===== config.mk =====
export PLATFORM = sky130hd
export DESIGN_NAME = mem_access_unit_flat
export DESIGN_NICKNAME = d
export VERILOG_FILES = /design/src/rtl/mem_access_unit_if.sv /design/src/rtl/mem_access_unit.sv /design/src/flat_wrapper.sv
export SDC_FILE = /design/constraint.sdc
export NUM_CORES = 1
export LEC_CHECK = 0
export ABC_CLOCK_PERIOD_IN_PS = 2800
export BUFFER_PORTS_ARGS = -buffer_cell sky130_fd_sc_hd__buf_2
export CAP_MARGIN = 5
export CORE_MARGIN = 10
export CORE_UTILIZATION = 45
export DETAILED_ROUTE_END_ITERATION = 7
export PLACE_DENSITY = 0.72
export SYNTH_ARGS = -nofsm -noshare
export SYNTH_HDL_FRONTEND = slang
export SYNTH_SLANG_ARGS = --single-unit

===== constraint.sdc =====
create_clock -name clk -period 2.8 [get_ports clk]
set_clock_uncertainty 0.05 [all_clocks]
set_input_delay 0.42 -clock clk [delete_from_list [all_inputs] [get_ports clk]]
set_output_delay 0.42 -clock clk [all_outputs]
set_load 0.1 [all_outputs]

===== src/rtl/mem_access_unit_if.sv =====
// Data-memory request/acknowledge bus between the memory-access stage and data memory.
// The unit drives the request side (master); the memory returns ack and read data (slave).
interface mem_access_unit_if;
    logic        dmem_req;
    logic        dmem_we;
    logic [31:0] dmem_addr;
    logic [31:0] dmem_wdata;
    logic [3:0]  dmem_wstrb;
    logic        dmem_ack;
    logic [31:0] dmem_rdata;

    modport master (
        output dmem_req, dmem_we, dmem_addr, dmem_wdata, dmem_wstrb,
        input  dmem_ack, dmem_rdata
    );

    modport slave (
        input  dmem_req, dmem_we, dmem_addr, dmem_wdata, dmem_wstrb,
        output dmem_ack, dmem_rdata
    );
endinterface


===== src/rtl/mem_access_unit.sv =====
// Memory-access / writeback stage: runs a req/ack data-memory transaction, aligns loads, drives the RF write port.
// Optional misaligned-access trap is enabled by defining MISALIGN_TRAP_EN.
module mem_access_unit #(
    parameter int unsigned ACK_TIMEOUT = 256
) (
    input  logic        clk,
    input  logic        rst,
    input  logic        start,
    input  logic [31:0] alu_result,
    input  logic [31:0] store_data,
    input  logic [2:0]  MemOp,
    input  logic        MemWr,
    input  logic        MemtoReg,
    input  logic        RegWr,
    input  logic [4:0]  rd,
    mem_access_unit_if.master dmem,
    output logic        wb_en,
    output logic [4:0]  wb_rd,
    output logic [31:0] wb_data,
    output logic        busy,
    output logic        bus_err,
    output logic        misalign
);

    localparam logic [1:0] IDLE   = 2'd0;
    localparam logic [1:0] ACCESS = 2'd1;
    localparam logic [1:0] WB     = 2'd2;

    localparam logic [15:0] CNT_LAST = 16'(ACK_TIMEOUT - 1);

    logic [1:0]  state;
    logic [31:0] addr_q;
    logic [31:0] sdata_q;
    logic [2:0]  op_q;
    logic        wr_q;
    logic        ld_q;
    logic        regwr_q;
    logic [4:0]  rd_q;
    logic [31:0] load_q;
    logic [15:0] cnt;
    logic        bus_err_q;

    logic        start_misaligned;
    logic        is_byte;
    logic        is_half;
    logic [3:0]  lane_strb;
    logic [31:0] lane_wdata;
    logic [31:0] byte_shifted;
    logic [31:0] half_shifted;
    logic [31:0] load_ext;
    logic        in_access;
    logic        in_wb;

    // Access size comes from funct3[1:0]; 011/110/111 fall through to word.
    assign is_byte = (op_q[1:0] == 2'b00);
    assign is_half = (op_q[1:0] == 2'b01);

`ifdef MISALIGN_TRAP_EN
    logic misalign_q;

    assign start_misaligned = (MemWr || MemtoReg) &&
                              (((MemOp[1:0] == 2'b01) && alu_result[0]) ||
                               (MemOp[1] && (alu_result[1:0] != 2'b00)));
    assign misalign = misalign_q;

    always_ff @(posedge clk or negedge rst) begin
        if (!rst) begin
            misalign_q <= 1'b0;
        end else begin
            misalign_q <= (state == IDLE) && start && start_misaligned;
        end
    end
`else
    assign start_misaligned = 1'b0;
    assign misalign         = 1'b0;
`endif

    always_comb begin
        lane_strb  = 4'b1111;
        lane_wdata = sdata_q;
        if (is_byte) begin
            lane_strb  = 4'b0001 << addr_q[1:0];
            lane_wdata = {4{sdata_q[7:0]}};
        end else if (is_half) begin
            lane_strb  = addr_q[1] ? 4'b1100 : 4'b0011;
            lane_wdata = {2{sdata_q[15:0]}};
        end
    end

    // Load lane select: the halfword ignores addr[0], so misaligned halves read the aligned pair.
    assign byte_shifted = dmem.dmem_rdata >> {addr_q[1:0], 3'b000};
    assign half_shifted = dmem.dmem_rdata >> {addr_q[1], 4'b0000};

    always_comb begin
        load_ext = dmem.dmem_rdata;
        if (is_byte) begin
            load_ext = op_q[2] ? {24'b0, byte_shifted[7:0]}
                               : {{24{byte_shifted[7]}}, byte_shifted[7:0]};
        end else if (is_half) begin
            load_ext = op_q[2] ? {16'b0, half_shifted[15:0]}
                               : {{16{half_shifted[15]}}, half_shifted[15:0]};
        end
    end

    always_ff @(posedge clk or negedge rst) begin
        if (!rst) begin
            state     <= IDLE;
            addr_q    <= '0;
            sdata_q   <= '0;
            op_q      <= '0;
            wr_q      <= 1'b0;
            ld_q      <= 1'b0;
            regwr_q   <= 1'b0;
            rd_q      <= '0;
            load_q    <= '0;
            cnt       <= '0;
            bus_err_q <= 1'b0;
        end else begin
            bus_err_q <= 1'b0;
            case (state)
                IDLE: begin
                    if (start && !start_misaligned) begin
                        addr_q  <= alu_result;
                        sdata_q <= store_data;
                        op_q    <= MemOp;
                        wr_q    <= MemWr;
                        ld_q    <= MemtoReg;
                        regwr_q <= RegWr;
                        rd_q    <= rd;
                        cnt     <= '0;
                        state   <= (MemWr || MemtoReg) ? ACCESS : WB;
                    end
                end
                ACCESS: begin
                    if (dmem.dmem_ack) begin
                        if (wr_q) begin
                            state <= IDLE;
                        end else begin
                            load_q <= load_ext;
                            state  <= WB;
                        end
                    end else if (cnt == CNT_LAST) begin
                        bus_err_q <= 1'b1;
                        state     <= IDLE;
                    end else begin
                        cnt <= cnt + 16'd1;
                    end
                end
                WB: begin
                    state <= IDLE;
                end
                default: begin
                    state <= IDLE;
                end
            endcase
        end
    end

    assign in_access = (state == ACCESS);
    assign in_wb     = (state == WB);

    assign dmem.dmem_req   = in_access;
    assign dmem.dmem_we    = in_access && wr_q;
    assign dmem.dmem_addr  = in_access ? {addr_q[31:2], 2'b00} : 32'd0;
    assign dmem.dmem_wdata = (in_access && wr_q) ? lane_wdata : 32'd0;
    assign dmem.dmem_wstrb = (in_access && wr_q) ? lane_strb : 4'd0;

    assign wb_en   = in_wb && regwr_q && (rd_q != 5'd0);
    assign wb_rd   = in_wb ? rd_q : 5'd0;
    assign wb_data = in_wb ? (ld_q ? load_q : addr_q) : 32'd0;

    assign busy    = (state != IDLE);
    assign bus_err = bus_err_q;

endmodule


===== src/flat_wrapper.sv =====
// flat-port wrapper written by rule: the top's interface ports become plain ports
module mem_access_unit_flat 
#(
    parameter int unsigned ACK_TIMEOUT = 256
)
  (clk, rst, start, alu_result, store_data, MemOp, MemWr, MemtoReg, RegWr, rd, wb_en, wb_rd, wb_data, busy, bus_err, misalign, dmem_dmem_req, dmem_dmem_we, dmem_dmem_addr, dmem_dmem_wdata, dmem_dmem_wstrb, dmem_dmem_ack, dmem_dmem_rdata);
  mem_access_unit_if dmem_i ();
  input  logic clk;
  input  logic rst;
  input  logic start;
  input  logic [31:0] alu_result;
  input  logic [31:0] store_data;
  input  logic [2:0] MemOp;
  input  logic MemWr;
  input  logic MemtoReg;
  input  logic RegWr;
  input  logic [4:0] rd;
  output logic wb_en;
  output logic [4:0] wb_rd;
  output logic [31:0] wb_data;
  output logic busy;
  output logic bus_err;
  output logic misalign;
  output wire logic [$bits(dmem_i.dmem_req)-1:0] dmem_dmem_req;
  output wire logic [$bits(dmem_i.dmem_we)-1:0] dmem_dmem_we;
  output wire logic [$bits(dmem_i.dmem_addr)-1:0] dmem_dmem_addr;
  output wire logic [$bits(dmem_i.dmem_wdata)-1:0] dmem_dmem_wdata;
  output wire logic [$bits(dmem_i.dmem_wstrb)-1:0] dmem_dmem_wstrb;
  input wire logic [$bits(dmem_i.dmem_ack)-1:0] dmem_dmem_ack;
  input wire logic [$bits(dmem_i.dmem_rdata)-1:0] dmem_dmem_rdata;
  assign dmem_dmem_req = dmem_i.dmem_req;
  assign dmem_dmem_we = dmem_i.dmem_we;
  assign dmem_dmem_addr = dmem_i.dmem_addr;
  assign dmem_dmem_wdata = dmem_i.dmem_wdata;
  assign dmem_dmem_wstrb = dmem_i.dmem_wstrb;
  assign dmem_i.dmem_ack = dmem_dmem_ack;
  assign dmem_i.dmem_rdata = dmem_dmem_rdata;
  mem_access_unit #(.ACK_TIMEOUT(ACK_TIMEOUT)) u_core (.clk(clk), .rst(rst), .start(start), .alu_result(alu_result), .store_data(store_data), .MemOp(MemOp), .MemWr(MemWr), .MemtoReg(MemtoReg), .RegWr(RegWr), .rd(rd), .dmem(dmem_i), .wb_en(wb_en), .wb_rd(wb_rd), .wb_data(wb_data), .busy(busy), .bus_err(bus_err), .misalign(misalign));
endmodule

### Yosys cells after proc, flatten, opt, wreduce, memory -nomap -nowiden

Cells that the tools add are included.

* muxes and demuxes: 28
* shifts and indexed selects: 3
* bitwise logic cells: 1
* reduce and logical (&&, ||, !) cells: 13
* equality and inequality tests: 8
* $add $sub $neg: 1

Operators by type and width (count)
* $mux W32: 10
* $mux W16: 3
* $pmux W16 S2: 1
* $shr A32 B5 Y16: 1
* $shr A32 B5 Y8: 1
* $add A16 B1 Y16 const B: 1
* $eq A16 B8 Y1 const B: 1
* $mux W4: 4
* $mux W2: 5
* $ne A2 B2 Y1 const B: 3
* $mux W5: 1
* $reduce_bool A5 Y1: 1
* $eq A2 B1 Y1 const B: 2
* $logic_not A2 Y1: 2
* $pmux W2 S2: 1
* $reduce_and A2 Y1: 2
* $reduce_and A4 Y1: 1
* $reduce_bool A2 Y1: 2
* $shl A1 B2 Y4 const A: 1
* $logic_and A1 B1 Y1: 3
* $mux W1: 3
* $ne A3 B3 Y1 const B: 1
* $reduce_and A3 Y1: 1
* $eq A2 B2 Y1 const B: 1
* other kinds (2): 2

* bits in registers: 126
* logic and storage cells: 65
* input bits: 111
* output and inout bits: 111

### Longest topological paths before layout

Gate-level depths: netlist (run 1).

* word-level depth: 4
* mapped depth: 9
* mapped depth without buffers: 6

### Worst setup path after synthesis (run 1)

No wires, ideal clock.

* path type: reg-to-output
* from: reg u_core.state[1]
* to: out dmem_dmem_wstrb[0]
* data arrival time: 3.421 ns
* cell stages (with the launch flop): 10
* path buffers: 3
* setup slack: -1.091 ns
* required time: 2.330 ns
* cell sequence: dfrtp_1 > clkbuf_1 > nand2b_1 > clkbuf_2 > inv_1 > clkbuf_1 > nand2_1 > inv_1 > nand2_1 > nor2_1

* cells in the longest elaborated chain, start to end: 3

Ends and longest elaborated chain
* from (decl): RTL line mem_access_unit.sv:31 `logic [1:0] state;`
* from (signal assigned): RTL line mem_access_unit.sv:131 `state <= (MemWr || MemtoReg) ? ACCESS : WB;`
* $eq A2 B1 Y1: RTL line mem_access_unit.sv:159 `assign in_access = (state == ACCESS);`
* $logic_and A1 B1 Y1
* named net dmem_dmem_we: RTL line flat_wrapper.sv:25 `output wire logic [$bits(dmem_i.dmem_we)-1:0] dmem_dmem_we;`
* $mux W4: RTL line mem_access_unit.sv:166 `assign dmem.dmem_wstrb = (in_access && wr_q) ? lane_strb : 4'd0;`
* to (decl): RTL line flat_wrapper.sv:28 `output wire logic [$bits(dmem_i.dmem_wstrb)-1:0] dmem_dmem_wstrb;`

The timed path passes the listed nets, and every way through them passes these cells.

### Worst setup path in the final report (run 1)

* from: reg u_core.state[0]
* to: out wb_data[1]

* cells in the longest elaborated chain, start to end: 2

Ends and longest elaborated chain
* $eq A2 B2 Y1: RTL line mem_access_unit.sv:160 `assign in_wb = (state == WB);`
* $mux W32: RTL line mem_access_unit.sv:170 `assign wb_data = in_wb ? (ld_q ? load_q : addr_q) : 32'd0;`
* to (decl): RTL line flat_wrapper.sv:20 `output logic [31:0] wb_data;`

No other way between the ends.

==> results.sh, run 1 <==
export IMPL_status="finished, final reports clean"
export IMPL_worstPathRequired_ps=2330
export IMPL_tritoncts="yes"
export IMPL_reg2reg_slack_ps=430
export IMPL_p_per_area_mw_per_mm2=1162
export IMPL_ir_worst_vdd_mv=0.6263
export IMPL_ys_seq_area_share_pct=45.55
export IMPL_fin_crit_sh_pct=95.15
export IMPL_die_width_um=144.0
export IMPL_synth_cell_types=53
export IMPL_tightest_slew_ps=1218
export IMPL_path_delay_family="buffers and inverters"
export IMPL_worstSetupStartpoint="u_core.state[0]"
export IMPL_die_h_um=144.0
export IMPL_final_common_cell="buf_2"
export IMPL_drv_slew=0
export IMPL_htree_levels=4
export IMPL_path_class="flop to output port"
export IMPL_maxCapViolations=0
export IMPL_fmax_ghz=0.3754
export IMPL_avgSynthCellArea_sq_um=10.24
export IMPL_worstHoldEndpoint="u_core.op_q[1]"
export IMPL_finalWeightedCongestion=0.9476
export IMPL_multi_input_area_sq_mm=0.003807
export IMPL_crit_path_max_fanout=22
export IMPL_synth_mux_area_share_pct=23.57
export IMPL_root_buffer="clkbuf_16"
export IMPL_netlist_area_sq_mm=0.006922
export IMPL_hold_slack_ps=158.9
export IMPL_grt_pass1_wl_um=35210
export IMPL_synth_edf_count=0
export IMPL_io_buffers=218
export IMPL_yosys_register_bits=126
export IMPL_clock_sinks=126
export IMPL_via_per_inst=5.623
export IMPL_ant_nets=0
export IMPL_hold_viol=0
export IMPL_final_area_sq_mm=0.01013
export IMPL_max_slew_margin_rel_pct=18.83
export IMPL_hold_start="MemOp[1]"
export IMPL_grt_util_met3_pct=8.823
export IMPL_clk_pin_slew_ps=60
export IMPL_regArea_sq_mm=0.003156
export IMPL_synthAdderAreaFrac_pct=0.1808
export IMPL_synth_top_family_by_area="multiplexers"
export IMPL_synthXorXnorAreaFrac_pct=0
export IMPL_final_cell_mix="buf_2 (149), dfrtp_1 (124), mux2_2 (72), buf_12 (71), mux2i_1 (64)"
export IMPL_first_pass_iters=4
export IMPL_grt_overflow=0
export IMPL_grtUsageMet2_pct=34.44
export IMPL_vias=6112
export IMPL_area_growth_pct=46.42
export IMPL_worst_hold_path_num_cells=3
export IMPL_cpPeakStageDelay_ps=470
export IMPL_clockBufferDepth=2
export IMPL_syn_inst=676
export IMPL_postCtsSetupBuffers=0
export IMPL_ys_warnings_count=0
export IMPL_dp_hpwl_um=17200
export IMPL_cp_num_buf_inv=2
export IMPL_ios=222
export IMPL_wl_per_cell_um=20.86
export IMPL_cp_depth=4
export IMPL_r2r_start="u_core.wr_q"
export IMPL_drt_iter0_markers=355
export IMPL_wl_um=22670
export IMPL_grt_max_degree=61
export IMPL_reg2regPathDepth=4
export IMPL_finalNetCount=996
export IMPL_use_met1_pct=26.25
export IMPL_synth_compound_area_share_pct=10.90
export IMPL_n_fill_cell=1140
export IMPL_core_area_sq_mm=0.01515
export IMPL_yosys_area_share_simple_pct=16.16
export IMPL_setup_violations_final=0
export IMPL_endpoint_kind="output port"
export IMPL_grt_busiest_layer="met2"
export IMPL_drc=0
export IMPL_synth_flop_cell="dfrtp_1"
export IMPL_antenna_found_initial=5
export IMPL_place_area_sq_mm=0.009525
export IMPL_rsz0062_at_grt="no"
export IMPL_slowest_stage="dfrtp_1"
export IMPL_async_reset_ff_share_pct=100.0
export IMPL_fp_row_count=45
export IMPL_cp_start_kind="flop"
export IMPL_period_needed_ps=2664
export IMPL_dieArea_sq_mm=0.02074
export IMPL_min_path_type="input port to flop"
export IMPL_leakage_nw=4.673
export IMPL_crit_chain="nand2b_2 -> buf_4 -> nor2_1 -> buf_2"
export IMPL_clk_latency_ps=420
export IMPL_drive_gt1_share_pct=46.26
export IMPL_initial_core_util_pct=45.70
export IMPL_grt_pass1_vias=6302
export IMPL_grt_usage_pct=21.80
export IMPL_cp_arrival_ps=2190
export IMPL_cts_buffers=17
export IMPL_r2r_end="u_core.load_q[16]"
-- cell usage after synthesis (2+ instances only) --
cell type  count  share of area [%]
or4_4          3               0.49
nand3_1        7               0.51
mux4_2         8                2.6
a31oi_1       10               0.90
or3_1          2               0.18
dfrtp_1      126                 46
clkbuf_1      37                2.0
o21ai_0       18                1.3
nor4_1         3               0.27
a211oi_1       8               0.87
a41oi_1        2               0.25
and2_1        37                3.3
nor3_1         8               0.58
and4_1         3               0.38
buf_2          5               0.36
nand2_1       41                2.2
inv_1          6               0.33
a2bb2oi_1      3               0.38
nand3b_1       2               0.22
or2_2          2               0.18
and3_1        10               0.90
o41ai_1        3               0.38
nor2b_1        2               0.18
mux2_2        72                 12
a21oi_1       45                3.3
nor2_1        91                4.9
a21boi_0       2               0.22
nand2b_1       5               0.45
a21o_1        10                1.1
nand4_1        4               0.36
o21a_1         9               0.98
mux2i_1       64                9.3
buf_4          3               0.33
buf_1          6               0.33
-- report_power, final --
part           internal, mW  total (mW)  leakage (nW)  switching [mW]
logic                  2.31        6.42          2.88            4.11
clock network          1.41        2.18         0.288           0.772
registers              2.52        3.17          1.51           0.647
-- per-stage QoR --
| step | setup slack (ps) | setup TNS (ps) | cells | total power [mW] | utilization (%) |
|---|---|---|---|---|---|
| 6_report | 135.9 | 0 | 1087 | 11.78 | 66.91 |
| 4_1_cts | 111.6 | 0 | 1083 | 11.82 | 66.82 |
| 2_1_floorplan | -540.5 | -11090 | 678 | 7.592 | - |
| 3_3_place_gp | 480.6 | 0 | 1052 | 9.515 | 62.89 |
| 3_5_place_dp | 413.5 | 0 | 1052 | 9.612 | 62.89 |
| 5_1_grt | 21.36 | 0 | 1084 | 12.32 | 66.86 |
-- worst max-delay path by stage --
stage,end
after floorplan,dmem_dmem_wdata[10]
after global placement,u_core.load_q[30]
after detailed placement,u_core.load_q[30]
after CTS,wb_data[31]
after global routing,wb_data[31]
final,wb_data[1]
-- cell type report --
cell class	count	share of cell area, %
Antenna cell	4	0.09877
Tap cell	188	2.321
Clock buffer	24	4.951
Timing Repair Buffer	240	22.89
Clock inverter	6	0.8148
Multi-Input combinational cell	493	37.57
Inverter	6	0.2222
Sequential cell	126	31.14
-- kinds of logic (layout without fill, tap and decap cells) --
kind of cell | count (synthesis) | count (layout)
muxes | 144 | 144
DFF | 126 | 126
adders and majority gates | 1 | 1
AOI/OAI and AO/OA | 119 | 119
and+or+nand+nor | 226 | 226
buffers and inverters | 59 | 276
other | 1 | 7
-- flip-flops by register name, summed over array words and instances (netlist names) --
signal	flops
u_core.ld_q	1
u_core.bus_err	1
u_core.op_q	3
u_core.wr_q	1
u_core.state	2
u_core.addr_q	32
u_core.load_q	32
u_core.regwr_q	1
u_core.sdata_q	32
u_core.cnt	16
u_core.rd_q	5
-- worst reg2reg max path, stage by stage (launching register included) --
cell,delay (ps)
dfrtp_1,530
nor4bb_4,380
o41ai_1,120
a21oi_1,940
a21oi_1,160
-- per-layer routing --
metal,vias up,part of all wire [%]
met2,284,47
met5,-,0.18
met1,2962,39
met3,39,11
li1,2821,-
met4,6,2.4
-- timing repair --
| action | 4_1_cts | 5_1_grt |
|---|---|---|
| hold buffers | 1 | 0 |
| endpoints found under the setup margin | 0 | 1 |
| hold endpoints to repair | 42 | 0 |
| gates resized for setup | 0 | 1 |
No activity file was read; power rests on OpenSTA's default activity.
==> run 2, diff against run 1 <==
Settings changed: ABC_AREA from default to 1, CORE_ASPECT_RATIO from default to 1.4, SLEW_MARGIN from default to 15.
==> run 2 against run 1 <==
Non-clock buffer count down 6. Utilization decreased by 3.2 points. Register-to-register slack better by 310 ps. Via count grew 17%. Power down 6.5%. Cell area fell by 2.3%. Synthesized cell count increased by 44%. Largest cell class unchanged.
==> results.sh, run 2 <==
export IMPL_ys_seq_area_share_pct=44.44
export IMPL_initial_core_util_pct=45.65
export IMPL_fin_crit_sh_pct=95.09
export IMPL_grt_usage_pct=21.47
export IMPL_regArea_sq_mm=0.003153
export IMPL_clkPwrFrac_pct=20.8
export IMPL_tightest_slew_ps=640.4
export IMPL_min_path_type="input port to flop"
export IMPL_grt_pass1_wl_um=37190
export IMPL_wl_per_cell_um=16.83
export IMPL_core_area_sq_mm=0.01554
export IMPL_p_per_area_mw_per_mm2=1112
export IMPL_cts_buffers=17
export IMPL_top_layer="met5"
export IMPL_yosysMostFrequentCell="nand2_1"
export IMPL_crit_end="dmem_dmem_wstrb[3]"
export IMPL_status="finished, final reports clean"
export IMPL_postCtsSetupBuffers=0
export IMPL_top_regs="u_core.addr_q (32), u_core.load_q (32), u_core.sdata_q (32)"
export IMPL_antenna_found_initial=7
export IMPL_area_growth_pct=39.58
export IMPL_ant_nets=0
export IMPL_final_area_sq_mm=0.009902
export IMPL_cp_num_buf_inv=4
export IMPL_grt_max_degree=61
export IMPL_ir_worst_vdd_mv=0.5960
export IMPL_reg2regPathDepth=4
export IMPL_cp_depth=7
export IMPL_swShare_pct=51.25
export IMPL_synth_area_leaders="dfrtp_1 (44%), nand2_1 (13%), a21oi_1 (8.0%), nor2_1 (7.1%), inv_1 (5.9%)"
export IMPL_multi_input_area_sq_mm=0.003646
export IMPL_ios=222
export IMPL_via_per_inst=5.128
export IMPL_fin_total_pwr_mw=11.01
export IMPL_first_pass_iters=5
export IMPL_rsz0062_at_grt="no"
export IMPL_clockBufferDepth=2
export IMPL_cp_start_kind="flop"
export IMPL_tritoncts="yes"
export IMPL_finalNetCount=1289
export IMPL_p_sw_mw=5.641
export IMPL_grt_overflow=0
export IMPL_final_common_cell="nand2_1"
export IMPL_root_buffer="clkbuf_16"
export IMPL_fmax_ghz=0.3756
export IMPL_met2_length_um=11910
export IMPL_combPwrFrac_pct=53.8
export IMPL_ys_top_cells_by_count="nand2_1 (240), nor2_1 (135), dfrtp_1 (126)"
export IMPL_clock_sinks=126
export IMPL_wl_met1_um=9080
export IMPL_drv_slew=0
export IMPL_drc=0
export IMPL_route_met3_wl_um=1708
export IMPL_tns_ps=0
export IMPL_clk_pin_slew_ps=60
export IMPL_finalWeightedCongestion=0.8710
export IMPL_drive_gt1_share_pct=31.18
export IMPL_max_slew_margin_rel_pct=57.31
export IMPL_path_delay_family="buffers and inverters"
export IMPL_hold_viol=0
export IMPL_async_reset_ff_share_pct=100.0
export IMPL_drt_iter0_markers=419
export IMPL_intPower_mw=5.366
export IMPL_cp_common_cell="nor2_4"
export IMPL_place_area_sq_mm=0.009274
export IMPL_syn_inst=975
export IMPL_wl_um=23410
export IMPL_setup_violations_final=0
export IMPL_die_h_um=168.6
export IMPL_vias=7133
export IMPL_crit_chain="inv_2 -> nor2_4 -> inv_4 -> nor2_4 -> inv_6 -> a211oi_4 -> buf_12"
export IMPL_crit_path_max_fanout=28
export IMPL_final_util_pct=63.72
export IMPL_leakage_nw=5.056
export IMPL_power_share_sequential_pct=25.4
export IMPL_io_buffers=218
export IMPL_cts_resized=0
export IMPL_synth_cell_types=35
export IMPL_worstPathRequired_ps=2330
export IMPL_n_fill_cell=1413
export IMPL_synth_flop_cell="dfrtp_1"
export IMPL_grt_pass1_vias=7278
export IMPL_dieArea_sq_mm=0.02126
export IMPL_dp_hpwl_um=17390
export IMPL_hold_slack_ps=182.0
export IMPL_synth_edf_count=0
export IMPL_yosysTopAreaCell="dfrtp_1"
export IMPL_die_width_um=126.1
export IMPL_r2r_start="u_core.state[1]"
export IMPL_r2r_end="u_core.sdata_q[9]"
export IMPL_yosys_register_bits=126
export IMPL_maxCapViolations=0
export IMPL_netlist_area_sq_mm=0.007094
export IMPL_fp_row_count=54
export IMPL_reg2reg_slack_ps=740
export IMPL_clk_latency_ps=420
export IMPL_cpPeakStageDelay_ps=400
export IMPL_slowest_stage="dfrtp_1"
export IMPL_path_class="flop to output port"
export IMPL_cp_arrival_ps=2190
export IMPL_worstSetupStartpoint="u_core.state[0]"
export IMPL_htree_levels=4
export IMPL_ys_warnings_count=0
export IMPL_yosys_area_top_type_share_pct=44.44
export IMPL_endpoint_kind="output port"
export IMPL_final_cell_mix="nand2_1 (239), buf_2 (181), dfrtp_1 (126), nor2_1 (124), inv_1 (111)"
export IMPL_avgSynthCellArea_sq_um=7.276
export IMPL_period_needed_ps=2662
run 2: worst register-to-register path, delay by kind of cell (launching register included):
family        cells  cell delay (ps)
flops             1              400
mux               1              420
simple gates      2              440
buf+inv           1              620
run 2: kinds of logic (layout without fill, tap and decap cells):
family	count (synthesis)	count (layout)	share of synthesized area, %
xor gates and xnor gates	2	2	0.2470
buffers and inverters	172	385	9.912
AOI/OAI and AO/OA	215	215	16.17
other	1	8	0.05286
DFF	126	126	44.44
adders and majority gates	1	1	0.1763
and+or+nand+nor	434	434	25.19
muxes	24	24	3.810
run 2: final cells by class:
class | count | area share [%]
clock buffers | 19 | 4.473
multi-input cells | 679 | 36.82
repair buffers | 234 | 18.03
flip-flops and latches | 126 | 31.84
inverters | 119 | 4.587
diodes | 5 | 0.1264
well taps | 196 | 2.477
clock inverters | 13 | 1.643
run 2: per-stage QoR:
stage / setup WS (ps) / std cells
2_1_floorplan: -91.31 / 977
3_3_place_gp: 633.2 / 1353
3_5_place_dp: 570.9 / 1353
4_1_cts: 136.2 / 1386
5_1_grt: 56.79 / 1391
6_report: 137.5 / 1391
run 2: worst min path at each step:
stage | start | cells after the start | end
global route | store_data[20] | 2 | u_core.sdata_q[20]
finish | store_data[20] | 2 | u_core.sdata_q[20]
CTS | store_data[20] | 2 | u_core.sdata_q[20]
detailed placement | rst | 1 | u_core.cnt[13]
floorplan | rst | 0 | u_core.addr_q[0]
global placement | rst | 1 | u_core.cnt[14]
run 2: power by group through the flow:
stage	clock [mW]	combinational (mW)	sequential, mW
after floorplan	0	4.59	2.68
after global placement	0	5.88	2.79
after detailed placement	0	5.93	2.82
after CTS	2.32	5.96	2.79
after global routing	2.40	6.30	2.86
final	2.29	5.92	2.80
run 2: what timing repair did:
action                                 4_1_cts  5_1_grt
hold buffers                                 1        0
endpoints found under the hold margin       52        0
setup endpoints to repair                    0        0
run 2: metal layers:
metal | track usage, % | vias up
met5 | 0 | -
met4 | 9.280 | 4
met3 | 7.158 | 52
met2 | 37.12 | 239
met1 | 23.41 | 3314
li1 | - | 3524
==> run 3, diff against run 2 <==
Settings changed: RECOVER_POWER from default to 50.
==> run 3 against run 2 <==
Power about the same. Global-route usage is the same. Fmax shrank 0.12%. Cell area down 0.45%. Non-clock buffer count stayed put. First-iteration DRC count down 2.1%. Register-to-register slack got worse by 430 ps. Clock power about the same. Combinational power about the same. Via count is 0.57% higher. Sequential power about the same. Highest routed layer unchanged.
==> results.sh, run 3 (same netlist as run 2, synthesis figures left out) <==
export IMPL_ios=222
export IMPL_clockBufferDepth=2
export IMPL_grt_pass1_wl_um=37190
export IMPL_clock_sinks=126
export IMPL_p_per_area_mw_per_mm2=1116
export IMPL_worstSetupStartpoint="u_core.state[0]"
export IMPL_drc=0
export IMPL_clk_pin_slew_ps=60
export IMPL_combPwrFrac_pct=53.7
export IMPL_hold_viol=0
export IMPL_grt_pass1_vias=7278
export IMPL_area_growth_pct=38.94
export IMPL_n_fill_cell=1423
export IMPL_first_pass_iters=5
export IMPL_slowest_stage="dfrtp_1"
export IMPL_ir_worst_vdd_mv=0.5961
export IMPL_cp_num_buf_inv=4
export IMPL_io_buffers=218
export IMPL_setup_violations_final=0
export IMPL_core_area_sq_mm=0.01554
export IMPL_die_h_um=168.6
export IMPL_worstPathRequired_ps=2330
export IMPL_r2r_start="u_core.state[0]"
export IMPL_drive_gt1_share_pct=30.84
export IMPL_antenna_found_initial=7
export IMPL_dp_hpwl_um=17390
export IMPL_fin_total_pwr_mw=11.00
export IMPL_swShare_pct=51.27
export IMPL_crit_end="dmem_dmem_wstrb[3]"
export IMPL_status="finished, final reports clean"
export IMPL_drv_slew=0
export IMPL_wl_um=23450
export IMPL_period_needed_ps=2666
export IMPL_final_common_cell="nand2_1"
export IMPL_dieArea_sq_mm=0.02126
export IMPL_wl_per_cell_um=16.86
export IMPL_htree_levels=4
export IMPL_cpPeakStageDelay_ps=400
export IMPL_rsz0062_at_grt="no"
export IMPL_reg2regPathDepth=4
export IMPL_drt_iter0_markers=410
export IMPL_die_width_um=126.1
export IMPL_hold_start="store_data[20]"
export IMPL_route_met3_wl_um=1713
export IMPL_hold_buffers=1
export IMPL_root_buffer="clkbuf_16"
export IMPL_crit_path_max_fanout=28
export IMPL_power_share_sequential_pct=25.4
export IMPL_cp_start_kind="flop"
export IMPL_ant_nets=0
export IMPL_top_layer="met5"
export IMPL_cp_depth=7
export IMPL_via_per_inst=5.157
export IMPL_p_sw_mw=5.641
export IMPL_postCtsSetupBuffers=0
export IMPL_reg2reg_slack_ps=310
export IMPL_endpoint_kind="output port"
export IMPL_cp_arrival_ps=2200
export IMPL_path_delay_family="buffers and inverters"
export IMPL_fmax_ghz=0.3751
export IMPL_intPower_mw=5.361
export IMPL_final_util_pct=63.43
export IMPL_leakage_nw=5.042
export IMPL_crit_chain="inv_2 -> nor2_4 -> inv_4 -> nor2_4 -> inv_6 -> a211oi_4 -> buf_12"
export IMPL_place_area_sq_mm=0.009274
export IMPL_wl_met1_um=9124
export IMPL_clkPwrFrac_pct=20.8
export IMPL_tightest_slew_ps=1401
export IMPL_grt_overflow=0
export IMPL_max_slew_margin_rel_pct=6.594
export IMPL_finalWeightedCongestion=0.8710
export IMPL_vias=7174
export IMPL_fin_crit_sh_pct=95.20
export IMPL_grt_max_degree=61
export IMPL_tritoncts="yes"
export IMPL_met2_length_um=11890
export IMPL_top_regs="u_core.addr_q (32), u_core.load_q (32), u_core.sdata_q (32)"
export IMPL_cts_resized=0
export IMPL_clk_latency_ps=420
export IMPL_initial_core_util_pct=45.65
export IMPL_path_class="flop to output port"
export IMPL_final_cell_mix="nand2_1 (239), buf_2 (180), dfrtp_1 (126), nor2_1 (125), inv_1 (112)"
export IMPL_final_area_sq_mm=0.009857
export IMPL_r2r_end="u_core.sdata_q[9]"
export IMPL_maxCapViolations=0
export IMPL_min_path_type="input port to flop"
export IMPL_fp_row_count=54
export IMPL_grt_usage_pct=21.47
export IMPL_cp_common_cell="nor2_4"
export IMPL_finalNetCount=1289
export IMPL_cts_buffers=17
## run 3: cell count changes in the layout (fill, tap and decap cells not counted)
cell / before / now
clkbuf_1: 1 / 2
inv_1: 111 / 112
buf_6: 1 / 0
clkbuf_2: 0 / 6
nor2_4: 16 / 15
nand3_2: 3 / 2
nor2_1: 124 / 125
inv_2: 6 / 5
clkbuf_4: 0 / 1
buf_2: 181 / 180
buf_12: 38 / 37
nand3_1: 35 / 36
buf_4: 13 / 8
## run 3: worst min path at each step
stage / to / depth (start not counted)
final: u_core.sdata_q[20] / 2
after global routing: u_core.sdata_q[20] / 2
after CTS: u_core.sdata_q[20] / 2
after detailed placement: u_core.cnt[13] / 1
after global placement: u_core.cnt[14] / 1
after floorplan: u_core.addr_q[0] / 0
## run 3: power groups by stage
stage,combinational [mW],sequential [mW],clock [mW]
2_1_floorplan,4.59,2.68,0
3_3_place_gp,5.88,2.79,0
3_5_place_dp,5.93,2.82,0
4_1_cts,5.96,2.79,2.32
5_1_grt,6.29,2.86,2.40
6_report,5.91,2.80,2.29
## run 3: per-layer routing
layer  vias up  track usage (%)
met5         -                0
met4         4            9.280
met3        54            7.158
met2       244            37.12
met1      3348            23.41
li1       3524                -
## run 3: cell type report
cell class | instances | area [sq um] | share of cell area, %
inverters | 119 | 454.2 | 4.608
clock inverters | 13 | 162.7 | 1.650
flip-flops and latches | 126 | 3153 | 31.99
clock buffers | 19 | 442.9 | 4.494
diodes | 5 | 12.51 | 0.1269
multi-input cells | 679 | 3633 | 36.86
repair buffers | 234 | 1753 | 17.78
well taps | 196 | 245.2 | 2.488
## run 3: per-stage QoR
stage	setup WS (ps)	hold slack [ps]	instances	TNS, ps
2_1_floorplan	-91.31	74.41	977	-291.3
3_3_place_gp	633.2	368.8	1353	0
3_5_place_dp	570.9	368.8	1353	0
4_1_cts	136.2	171.4	1386	0
5_1_grt	56.79	179.5	1391	0
6_report	134.3	181.9	1391	0
